--- config.mk ---
export PLATFORM = sky130hd
export DESIGN_NAME = fp_mult_seq_ctrl_flat
export DESIGN_NICKNAME = d
export VERILOG_FILES = /design/src/rtl/fp_mult_seq_ctrl_pkg.sv /design/src/rtl/fp_mult_seq_ctrl_if.sv /design/src/rtl/fp_mult_seq_ctrl_mant.sv /design/src/rtl/fp_mult_seq_ctrl.sv /design/src/flat_wrapper.sv
export SDC_FILE = /design/constraint.sdc
export NUM_CORES = 1
export LEC_CHECK = 0
export CAP_MARGIN = 20
export CORE_ASPECT_RATIO = 1.25
export CORE_MARGIN = 5
export CORE_UTILIZATION = 27
export DETAILED_ROUTE_END_ITERATION = 8
export HOLD_SLACK_MARGIN = 0.08
export PLACE_DENSITY = 0.45
export SLEW_MARGIN = 15
export SYNTH_ARGS = -nofsm -noshare
export SYNTH_HDL_FRONTEND = slang
export SYNTH_SLANG_ARGS = --single-unit
export TNS_END_PERCENT = 100
--- constraint.sdc ---
create_clock -name clk -period 3.8 [get_ports clk]
set_clock_uncertainty 0.05 [all_clocks]
set_input_delay 1.14 -clock clk [delete_from_list [all_inputs] [get_ports clk]]
set_output_delay 1.14 -clock clk [all_outputs]
set_load 0.1 [all_outputs]
--- src/rtl/fp_mult_seq_ctrl_pkg.sv ---
// Shared types and constants for the sequential floating-point multiply controller.
// Holds the FSM state enum, operand classes, flag bit positions and the canonical qNaN.
package fp_pkg;

    localparam int FP_EXP_W  = 8;
    localparam int FP_MANT_W = 24;

    function automatic int exp_bias(input int exp_w);
        return (1 << (exp_w - 1)) - 1;
    endfunction

    localparam int BIAS    = exp_bias(FP_EXP_W);
    localparam int EXP_MAX = (1 << FP_EXP_W) - 1;

    typedef enum logic [2:0] {
        S_IDLE,
        S_EXP,
        S_MULT,
        S_NORM,
        S_RND,
        S_DONE
    } state_t;

    localparam int FLG_INV = 3;
    localparam int FLG_OVF = 2;
    localparam int FLG_UNF = 1;
    localparam int FLG_INX = 0;

    typedef enum logic [1:0] {
        ZERO,
        NORM,
        INF,
        NAN
    } op_class_t;

    // A zero exponent is treated as zero whatever the fraction (denormals are flushed).
    function automatic op_class_t classify(input logic exp_zero, input logic exp_ones,
                                           input logic frac_nz);
        if (exp_zero) return ZERO;
        if (exp_ones) return frac_nz ? NAN : INF;
        return NORM;
    endfunction

    localparam logic [31:0] QNAN = 32'h7FC0_0000;

endpackage

--- src/rtl/fp_mult_seq_ctrl_if.sv ---
// Operand-issue and result handshakes of the floating-point multiply controller.
// The controller takes the slave view; the issuer/writeback side takes the master view.
interface fp_mult_seq_ctrl_if #(
    parameter int W = 32
);
    logic         in_valid;
    logic         in_ready;
    logic [W-1:0] in_a;
    logic [W-1:0] in_b;
    logic         out_valid;
    logic         out_ready;
    logic [W-1:0] out_data;
    logic [3:0]   out_flags;

    modport master(
        output in_valid, in_a, in_b, out_ready,
        input  in_ready, out_valid, out_data, out_flags
    );

    modport slave(
        input  in_valid, in_a, in_b, out_ready,
        output in_ready, out_valid, out_data, out_flags
    );
endinterface

--- src/rtl/fp_mult_seq_ctrl_mant.sv ---
// Iterative unsigned MANT_W x MANT_W shift-add multiplier, one multiplier bit per cycle.
// done is high during the final iteration; product is valid the cycle after.
module mant_shift_add #(
    parameter int MANT_W = 24
) (
    input  logic                  clk,
    input  logic                  rst_n,
    input  logic                  start,
    input  logic [MANT_W-1:0]     a,
    input  logic [MANT_W-1:0]     b,
    output logic                  done,
    output logic [2*MANT_W-1:0]   product
);
    localparam int CW = $clog2(MANT_W);
    localparam logic [CW-1:0] LAST = CW'(MANT_W - 1);

    logic                busy;
    logic [CW-1:0]       cnt;
    logic [2*MANT_W-1:0] mcand;
    logic [MANT_W-1:0]   mplier;
    logic [2*MANT_W-1:0] acc;

    // NOTE: state registers use non-blocking assignments so every register samples
    // the pre-edge values of the others, independent of statement order.
    always_ff @(posedge clk or negedge rst_n) begin
        if (!rst_n) begin
            busy   <= 1'b0;
            cnt    <= '0;
            mcand  <= '0;
            mplier <= '0;
            acc    <= '0;
        end else if (start) begin
            busy   <= 1'b1;
            cnt    <= '0;
            mcand  <= {{MANT_W{1'b0}}, a};
            mplier <= b;
            acc    <= '0;
        end else if (busy) begin
            if (mplier[0]) acc <= acc + mcand;
            mcand  <= mcand << 1;
            mplier <= mplier >> 1;
            if (cnt == LAST) begin
                cnt  <= '0;
                busy <= 1'b0;
            end else begin
                cnt <= cnt + CW'(1);
            end
        end
    end

    assign done    = busy && (cnt == LAST);
    assign product = acc;

endmodule

--- src/rtl/fp_mult_seq_ctrl.sv ---
// Sequencing controller for the real multiplier: classify, exponent sum, iterative
// mantissa multiply, normalize, round-to-nearest-even, and pack with exception flags.
module fp_mult_seq_ctrl
    import fp_pkg::*;
#(
    parameter int EXP_W  = FP_EXP_W,
    parameter int MANT_W = FP_MANT_W
) (
    input logic               clk,
    input logic               rst_n,
    fp_mult_seq_ctrl_if.slave bus
);
    localparam int W      = EXP_W + MANT_W;
    localparam int FRAC_W = MANT_W - 1;
    localparam int EW     = EXP_W + 2;
    localparam logic [EW-1:0] BIAS_X = EW'(exp_bias(EXP_W));
    localparam logic [EW-1:0] EMAX_X = EW'((1 << EXP_W) - 1);
    localparam logic [W-1:0]  QNAN_W = {1'b0, {EXP_W{1'b1}}, 1'b1, {(FRAC_W-1){1'b0}}};

    state_t state_q, state_d;

    logic [W-1:0]      a_q, b_q, res_q;
    logic [3:0]        flags_q;
    logic              sign_q, guard_q, sticky_q;
    logic [EW-1:0]     e_q;
    logic [FRAC_W-1:0] frac_q;

    logic [EXP_W-1:0]    ea, eb;
    logic [FRAC_W-1:0]   fa, fb;
    op_class_t           cls_a, cls_b;
    logic                sign_w, spec_hit, mult_start, mult_done;
    logic [EW-1:0]       e_sum, rnd_exp;
    logic [W-1:0]        spec_data, rnd_data;
    logic [3:0]          spec_flags, rnd_flags;
    logic [2*MANT_W-1:0] prod;
    logic                rnd_inc;
    logic [FRAC_W:0]     frac_sum;

    assign ea     = a_q[W-2 -: EXP_W];
    assign eb     = b_q[W-2 -: EXP_W];
    assign fa     = a_q[FRAC_W-1:0];
    assign fb     = b_q[FRAC_W-1:0];
    assign cls_a  = classify(ea == '0, &ea, |fa);
    assign cls_b  = classify(eb == '0, &eb, |fb);
    assign sign_w = a_q[W-1] ^ b_q[W-1];
    // Two guard bits keep the signed sum free of wrap for any pair of exponents.
    assign e_sum  = {2'b00, ea} + {2'b00, eb} - BIAS_X;

    // NOTE: every output of a combinational block gets a default first, so no path
    // leaves it unassigned and no latch is inferred.
    always_comb begin
        spec_hit   = 1'b1;
        spec_flags = '0;
        spec_data  = {sign_w, {(W-1){1'b0}}};
        if (cls_a == NAN || cls_b == NAN || (cls_a == INF && cls_b == ZERO) ||
            (cls_a == ZERO && cls_b == INF)) begin
            spec_data           = QNAN_W;
            spec_flags[FLG_INV] = 1'b1;
        end else if (cls_a == INF || cls_b == INF) begin
            spec_data = {sign_w, {EXP_W{1'b1}}, {FRAC_W{1'b0}}};
        end else if (cls_a != ZERO && cls_b != ZERO) begin
            spec_hit = 1'b0;
        end
    end

    assign mult_start = (state_q == S_EXP) && !spec_hit;

    mant_shift_add #(.MANT_W(MANT_W)) u_mant (
        .clk    (clk),
        .rst_n  (rst_n),
        .start  (mult_start),
        .a      ({1'b1, fa}),
        .b      ({1'b1, fb}),
        .done   (mult_done),
        .product(prod)
    );

    // The hidden bit is always 1, so a fraction carry-out is exactly the mantissa overflow.
    assign rnd_inc  = guard_q & (sticky_q | frac_q[0]);
    assign frac_sum = {1'b0, frac_q} + (FRAC_W+1)'(rnd_inc);
    assign rnd_exp  = e_q + EW'(frac_sum[FRAC_W]);

    always_comb begin
        rnd_flags          = '0;
        rnd_flags[FLG_INX] = guard_q | sticky_q;
        rnd_data           = {sign_q, rnd_exp[EXP_W-1:0], frac_sum[FRAC_W-1:0]};
        if ($signed(rnd_exp) >= $signed(EMAX_X)) begin
            rnd_data           = {sign_q, {EXP_W{1'b1}}, {FRAC_W{1'b0}}};
            rnd_flags[FLG_OVF] = 1'b1;
            rnd_flags[FLG_INX] = 1'b1;
        end else if (rnd_exp[EW-1] || rnd_exp == '0) begin
            rnd_data           = {sign_q, {(W-1){1'b0}}};
            rnd_flags[FLG_UNF] = 1'b1;
            rnd_flags[FLG_INX] = 1'b1;
        end
    end

    always_comb begin
        state_d = state_q;
        case (state_q)
            S_IDLE: if (bus.in_valid) state_d = S_EXP;
            S_EXP:  state_d = spec_hit ? S_DONE : S_MULT;
            S_MULT: if (mult_done) state_d = S_NORM;
            S_NORM: state_d = S_RND;
            S_RND:  state_d = S_DONE;
            S_DONE: if (bus.out_ready) state_d = S_IDLE;
            default: state_d = S_IDLE;
        endcase
    end

    always_ff @(posedge clk or negedge rst_n) begin
        if (!rst_n) state_q <= S_IDLE;
        else        state_q <= state_d;
    end

    always_ff @(posedge clk or negedge rst_n) begin
        if (!rst_n) begin
            a_q      <= '0;
            b_q      <= '0;
            sign_q   <= 1'b0;
            e_q      <= '0;
            frac_q   <= '0;
            guard_q  <= 1'b0;
            sticky_q <= 1'b0;
            res_q    <= '0;
            flags_q  <= '0;
        end else begin
            case (state_q)
                S_IDLE: if (bus.in_valid) begin
                    a_q <= bus.in_a;
                    b_q <= bus.in_b;
                end
                S_EXP: begin
                    sign_q <= sign_w;
                    e_q    <= e_sum;
                    if (spec_hit) begin
                        res_q   <= spec_data;
                        flags_q <= spec_flags;
                    end
                end
                // A product in [2,4) is taken one bit higher; the exponent bumps to match.
                S_NORM: begin
                    e_q <= e_q + EW'(prod[2*MANT_W-1]);
                    if (prod[2*MANT_W-1]) begin
                        frac_q   <= prod[2*MANT_W-2 -: FRAC_W];
                        guard_q  <= prod[MANT_W-1];
                        sticky_q <= |prod[MANT_W-2:0];
                    end else begin
                        frac_q   <= prod[2*MANT_W-3 -: FRAC_W];
                        guard_q  <= prod[MANT_W-2];
                        sticky_q <= |prod[MANT_W-3:0];
                    end
                end
                S_RND: begin
                    res_q   <= rnd_data;
                    flags_q <= rnd_flags;
                end
                default: ;
            endcase
        end
    end

    assign bus.in_ready  = (state_q == S_IDLE);
    assign bus.out_valid = (state_q == S_DONE);
    assign bus.out_data  = res_q;
    assign bus.out_flags = flags_q;

endmodule

--- src/flat_wrapper.sv ---
// flat-port wrapper written by rule: the top's interface ports become plain ports
module fp_mult_seq_ctrl_flat import fp_pkg::*;
#(
    parameter int EXP_W  = FP_EXP_W,
    parameter int MANT_W = FP_MANT_W
)
  (clk, rst_n, bus_in_valid, bus_in_a, bus_in_b, bus_out_ready, bus_in_ready, bus_out_valid, bus_out_data, bus_out_flags);
  fp_mult_seq_ctrl_if #(.W((EXP_W + MANT_W))) bus_i ();
  input logic clk;
  input logic rst_n;
  input wire logic [$bits(bus_i.in_valid)-1:0] bus_in_valid;
  input wire logic [$bits(bus_i.in_a)-1:0] bus_in_a;
  input wire logic [$bits(bus_i.in_b)-1:0] bus_in_b;
  input wire logic [$bits(bus_i.out_ready)-1:0] bus_out_ready;
  output wire logic [$bits(bus_i.in_ready)-1:0] bus_in_ready;
  output wire logic [$bits(bus_i.out_valid)-1:0] bus_out_valid;
  output wire logic [$bits(bus_i.out_data)-1:0] bus_out_data;
  output wire logic [$bits(bus_i.out_flags)-1:0] bus_out_flags;
  assign bus_i.in_valid = bus_in_valid;
  assign bus_i.in_a = bus_in_a;
  assign bus_i.in_b = bus_in_b;
  assign bus_i.out_ready = bus_out_ready;
  assign bus_in_ready = bus_i.in_ready;
  assign bus_out_valid = bus_i.out_valid;
  assign bus_out_data = bus_i.out_data;
  assign bus_out_flags = bus_i.out_flags;
  fp_mult_seq_ctrl #(.EXP_W(EXP_W), .MANT_W(MANT_W)) u_core (.clk(clk), .rst_n(rst_n), .bus(bus_i));
endmodule
# Word level (Yosys, flattened, before mapping)
# Index checks and enable logic that the tools add are counted.
[totals] regBits=265 input_bits=68 output_inout_bits=38 wordCells=128
[classes] n_addsub=7 magnitude_cmp=1 eq_ne=14 mux=54 n_bitwise=4 reduce_logical=33
[op_table] operator="two-way mux 48 bit" n=5
[op_table] operator="two-way mux 31 bit" n=3
[op_table] operator="OR reduction 23 bit" n=3
[op_table] operator="two-way mux 32 bit" n=2
[op_table] operator="one-hot mux 32 bit (2 select lines)" n=1
[op_table] operator="adder 48 bit" n=1
[op_table] operator="two-way mux 24 bit" n=2
[op_table] operator="adder 23 x 1 -> 24 bit" n=1
[op_table] operator="two-way mux 23 bit" n=1
[op_table] operator="OR reduction 22 bit" n=1
[op_table] operator="adder 10 x 1 -> 10 bit" n=2
[op_table] operator="two-way mux 1 bit" n=20
[op_table] operator="one-hot mux 10 bit (2 select lines)" n=1
[op_table] operator="two-way mux 2 bit" n=9
[op_table] operator="one-hot mux 3 bit (6 select lines)" n=1
[op_table] operator="logical NOT 8 bit" n=2
[op_table] operator="AND reduction 8 bit" n=2
[op_table] operator="two-way mux 5 bit" n=3
[op_table] operator="two-way mux 3 bit" n=4
[op_table] operator="nonzero test 2 bit" n=6
[op_table] operator=">= comparator 10 x 9 -> 1 bit (second input constant)" n=1
[op_table] operator="logical NOT 10 bit" n=1
[op_table] operator="subtractor 10 x 7 -> 10 bit (second input constant)" n=1
[op_table] operator="adder 8 x 8 -> 9 bit" n=1
[op_table] operator="other kinds (20)" n=39

# Longest topological paths before layout
[depth] depth_word=14 depth_mapped=19 mapped_depth_nobuf=19

# Hierarchy
# From an unflattened synthesis, not the netlist that was laid out.
[unflattened] cells_unflattened=1575 hier_area_um2=14983.1
[modules_own_cells] module="mant_shift_add" n_inst=1 cells_per_inst=889 area_per_inst_um2=7881.3 seq_area_each_um2=3153.0
[modules_own_cells] module="fp_mult_seq_ctrl" n_inst=1 cells_per_inst=686 area_per_inst_um2=7101.8 seq_area_each_um2=3478.3

# Worst setup path before layout
# OpenSTA, ideal clock, no wires.
[synth_path] path_kind="register to output" startpoint="register u_core.state_q[1]" endpoint="output port bus_out_valid" t_arrival_ns=3.061 t_required_ns=2.610 path_slack_ns=-0.451 path_stages_with_launch=4 n_path_buf=2 cell_sequence="dfrtp_1 clkbuf_1 buf_1 nor3b_1"
[synth_between] elab_chain_len=1
[synth_lines] element="start, declared" line_no="fp_mult_seq_ctrl.sv:20" source="state_t state_q, state_d;"
[synth_lines] element="start signal, assigned" line_no="fp_mult_seq_ctrl.sv:113" source="else state_q <= state_d;"
[synth_lines] element="equality test 3 bit" line_no="fp_mult_seq_ctrl.sv:164" source="assign bus.out_valid = (state_q == S_DONE);"
[synth_lines] element="end, declared" line_no="flat_wrapper.sv:16" source="output wire logic [$bits(bus_i.out_valid)-1:0] bus_out_valid;"
# Every way passes these cells.

# Final worst setup path
[layout_path] startpoint="register u_core.frac_q[0]" endpoint="register u_core.res_q[16] (netlist: u_core.bus.out_data[16])"
[layout_between] elab_chain_len=9 word_cells_on_any_way=10 cone_classes="2 x add/sub; 1 x order compare; 3 x mux; 2 x bitwise; 2 x reduce/logical"
[layout_lines] element="start, declared" line_no="fp_mult_seq_ctrl.sv:26" source="logic [FRAC_W-1:0] frac_q;"
[layout_lines] element="start signal, assigned" line_no="fp_mult_seq_ctrl.sv:145" source="frac_q <= prod[2*MANT_W-2 -: FRAC_W];"
[layout_lines] element="start signal, assigned" line_no="fp_mult_seq_ctrl.sv:149" source="frac_q <= prod[2*MANT_W-3 -: FRAC_W];"
[layout_lines] element="OR 1 bit" line_no="fp_mult_seq_ctrl.sv:79" source="assign rnd_inc = guard_q & (sticky_q | frac_q[0]);"
[layout_lines] element="AND 1 bit" line_no="fp_mult_seq_ctrl.sv:79"
[layout_lines] element="adder 23 x 1 -> 24 bit (*)" line_no="fp_mult_seq_ctrl.sv:80" source="assign frac_sum = {1'b0, frac_q} + (FRAC_W+1)'(rnd_inc);"
[layout_lines] element="parallel branches: the longest is 4 deep, another holds adder 10 x 1 -> 10 bit"
[layout_lines] element="two-way mux 31 bit (*)" line_no="fp_mult_seq_ctrl.sv:87" source="if ($signed(rnd_exp) >= $signed(EMAX_X)) begin"
[layout_lines] element="one-hot mux 32 bit (2 select lines) (*)" line_no="fp_mult_seq_ctrl.sv:128" source="case (state_q)"
[layout_lines] element="end signal, assigned" line_no="fp_mult_seq_ctrl.sv:137" source="res_q <= spec_data;"
[layout_lines] element="end signal, assigned" line_no="fp_mult_seq_ctrl.sv:155" source="res_q <= rnd_data;"
[layout_lines] element="end, declared" line_no="fp_mult_seq_ctrl.sv:22" source="logic [W-1:0] a_q, b_q, res_q;"
# Every way passes the cells marked *.
# A chain may end at the register's enable or synchronous reset.

==> flow_metrics.env <==
export IMPL_status="finished clean"
export IMPL_relSlewSlack_pct=30.29
export IMPL_fmax_mhz=273.3
export IMPL_clk_latency_ps=570
export IMPL_p_comb_share_pct=51.0
export IMPL_die_area_mm2=0.05947
export IMPL_wl_per_cell_um=15.79
export IMPL_ys_seq_elements=265
export IMPL_r2r_end="u_core.bus.out_data[16]"
export IMPL_post_dp_hpwl_um=26900
export IMPL_critical_path_cell_chain="o21a_1 > ha_2 > nand3_4 > nor2_4 > nand4_1 > nor2_2 > and4_1 > and3_4 > ha_4 > ha_4 > nor3_2 > a31oi_2 > or4_4 > o41a_1 > nand4_1 > buf_4 > clkbuf_16 > o21ai_0"
export IMPL_vias=11210
export IMPL_cp_max_fo=11
export IMPL_async_flop_share_pct=100.0
export IMPL_syn_nets=1671
export IMPL_synth_compound_area_share_pct=15.49
export IMPL_finalMaxSlewViolations=0
export IMPL_post_route_min_period_ps=3659
export IMPL_synth_top_family_by_area="compound AO/OA/AOI/OAI gates"
export IMPL_synth_warnings=0
export IMPL_synth_simple_area_share_pct=14.81
export IMPL_ys_flop_type="dfrtp_1"
export IMPL_r2r_start="u_core.frac_q[0]"
export IMPL_drc=0
export IMPL_layout_nets=1770
export IMPL_hp_start="u_core.bus.out_data[4]"
export IMPL_port_buffers=105
export IMPL_worst_hold_slack_ps=428.2
export IMPL_fin_crit_sh_pct=96.30
export IMPL_grt_pass1_vias=11510
export IMPL_p_int_uw=9324
export IMPL_tightestPinTransition_ps=1046
export IMPL_synth_cells=1538
export IMPL_antenna_left=0
export IMPL_cp_end_kind="register"
export IMPL_clkTransAtPathRegs_ps=60
export IMPL_crit_path_start_kind="register"
export IMPL_crit_path_top_delay_cell="or4_4"
export IMPL_antenna_cells=0
export IMPL_r2r_cells=18
export IMPL_ff2ff_setup_slack_ps=140
export IMPL_ctsHoldBuffers=0
export IMPL_grt_use_met3_pct=1.605
export IMPL_arrival_ps=4060
export IMPL_cts_buffers=30
export IMPL_core_area_mm2=0.05396
export IMPL_finalSetupViolCount=0
export IMPL_first_iter_violations=522
export IMPL_synthToLayoutAreaGrowth_pct=20.96
export IMPL_setup_tns_ps=0
export IMPL_synth_fa_ha_area_share_pct=5.612
export IMPL_synthMuxAreaShare_pct=11.40
export IMPL_p_clk_share_pct=17.7
export IMPL_crit_start="u_core.frac_q[0]"
export IMPL_synth_xor_area_share_pct=4.985
export IMPL_overflow=0
export IMPL_p_switching_uw=7661
export IMPL_finalWirelength_um=37690
export IMPL_cts_htree_levels=1
export IMPL_crit_type="reg2reg"
export IMPL_grt_pass1_wl_um=61510
export IMPL_syn_avg_cell_area_um2=9.596
export IMPL_busiest_layer="met2"
export IMPL_p_seq_share_pct=31.3
export IMPL_required_ps=4200
export IMPL_die_width_um=219.1
export IMPL_pin_count=106
export IMPL_finalHoldViolations=0
export IMPL_dieHeight_um=271.4
export IMPL_dr_pass1_iters=5
export IMPL_num_rows=95
export IMPL_p_per_area_mw_per_mm2=951.4
export IMPL_initial_core_util_pct=27.35
export IMPL_met1_usage_pct=16.56
export IMPL_synth_edf_count=0
export IMPL_syn_area_mm2=0.01476
export IMPL_cts_path_max_buffers=3
export IMPL_clkSinkCount=265
export IMPL_drt_vias_per_instance=4.698
export IMPL_layout_drive_gt1_share_pct=14.40
export IMPL_min_path_cells=2
export IMPL_p_leak_uw=0.008064
export IMPL_clockRootBuffer="clkbuf_16"
export IMPL_rsz0062_at_grt="true"
export IMPL_grt_max_degree=104
export IMPL_yosysUniqueCellTypes=75
export IMPL_drv_cap=0
export IMPL_place_gp_congestion=0.8257
export IMPL_fillCellCount=5690
export IMPL_hold_path_class="reg2reg"
export IMPL_use_met2_pct=21.27
export IMPL_peakVddDrop_mv=0.4805
export IMPL_swShare_pct=45.11
export IMPL_cpPeakStageDelay_ps=480
export IMPL_antenna_found_initial=0
export IMPL_holdPathEnd="u_core.bus.out_data[4]"
export IMPL_cts_tree="yes"
export IMPL_grtUsageTotal_pct=12.39
export IMPL_seq_area_frac_synth_pct=44.93
[cell type report]
| class | count | area [µm²] | share of cell area, % |
|---|---|---|---|
| Multi-Input combinational cell | 1170 | 7825 | 43.83 |
| Clock buffer | 44 | 884.6 | 4.955 |
| Clock inverter | 11 | 135.1 | 0.7569 |
| Inverter | 24 | 90.09 | 0.5046 |
| Timing Repair Buffer | 146 | 1374 | 7.695 |
| Tap cell | 727 | 909.6 | 5.095 |
| Sequential cell | 265 | 6635 | 37.16 |
[synthesized netlist by cell type, types with 19 or more instances]
library cell / number / area [µm²]
o21ai_0: 101 / 505.5
nor4_1: 22 / 137.6
nand2_1: 178 / 668.1
nand4_1: 22 / 137.6
nor2_1: 149 / 559.3
a21oi_1: 147 / 735.7
ha_1: 63 / 788.3
xor2_1: 42 / 367.9
mux2_2: 65 / 732.0
mux2i_1: 95 / 950.9
nand3_1: 46 / 230.2
dfrtp_1: 265 / 6631
a21o_1: 28 / 210.2
xnor2_1: 42 / 367.9
inv_1: 24 / 90.09
nor3_1: 19 / 95.09
clkbuf_1: 61 / 229.0
[placed cells by master, fill, tap and decap left out, drive strengths merged, types with 22 or more instances in the layout]
cell,synthesis,routed
a21o,29,29
a21oi,154,154
buf,18,79
clkbuf,61,45
clkdlybuf4s50,0,66
dfrtp,265,265
ha,63,63
inv,24,24
mux2,65,65
mux2i,95,95
nand2,178,178
nand3,46,46
nand4,22,22
nor2,149,149
nor4,22,22
o21ai,110,110
xnor2,42,42
xor2,42,42
[critical path: cells and delay by family, from the launching register on]
family	cells	cell delay, ps
simple gates	9	1500
compound gates	4	780
fa+ha+maj	3	550
flops	1	380
buf+inv	2	290
[worst max path at each step]
stage | endpoint | slack [ps] | depth (start not counted)
2_1_floorplan | u_core.bus.out_data[10] | 60 | 17
3_3_place_gp | u_core.bus.out_data[11] | 4 | 17
3_5_place_dp | u_core.bus.out_data[8] | -50 | 17
4_1_cts | u_core.bus.out_data[8] | 4 | 16
5_1_grt | u_core.bus.out_data[16] | -60 | 18
6_report | u_core.bus.out_data[16] | 140 | 18
[registers in the layout (all words and copies together), names as in the netlist, 3 cells and up]
signal and flops:
u_core.u_mant.cnt 5, u_core.frac_q 23, u_core.u_mant.mcand 48, u_core.a_q 32, u_core.u_mant.product 48, u_core.state_q 3, u_core.u_mant.mplier 24, u_core.e_q 10
u_core.bus.out_flags 4, u_core.bus.out_data 32, u_core.b_q 32
[what timing repair did]
action	in CTS	in global routing
setup endpoints to repair	22	30
gates resized for setup	5	19
cloned	1	0
buffers inserted	1	7
pin swaps	4	7
[cell families after synthesis]
logic type / count (synthesis)
buf+inv: 103
flops: 265
xor+xnor: 84
simple gates: 488
fa+ha+maj: 65
mux: 160
compound gates: 373
[layer usage]
layer  part of all wire (%)  wire length, µm
met1                     47            17700
met3                    3.0             1126
met4                    2.0              755
met2                     48            18100
met5                      0                0
[through the flow]
stage	worst slack (ps)	power [µW]	util (%)	area, µm²	std cells
2_1_floorplan	58.54	11820	-	14770	1538
3_3_place_gp	3.995	13990	30.88	16660	2323
4_1_cts	4.243	17200	32.87	17740	2380
6_report	140.8	16990	33.08	17850	2387
3_5_place_dp	-54.40	14060	30.88	16660	2323
5_1_grt	-63.44	18440	33.08	17850	2387
[power groups by stage]
stage	sequential, µW	combinational [µW]	clock [µW]
floorplan	5780	6050	0
global placement	5330	8660	0
detailed placement	5370	8690	0
CTS	5320	8750	3120
global route	5520	9700	3220
finish	5320	8670	3000
(Power assumes the default switching activity.)
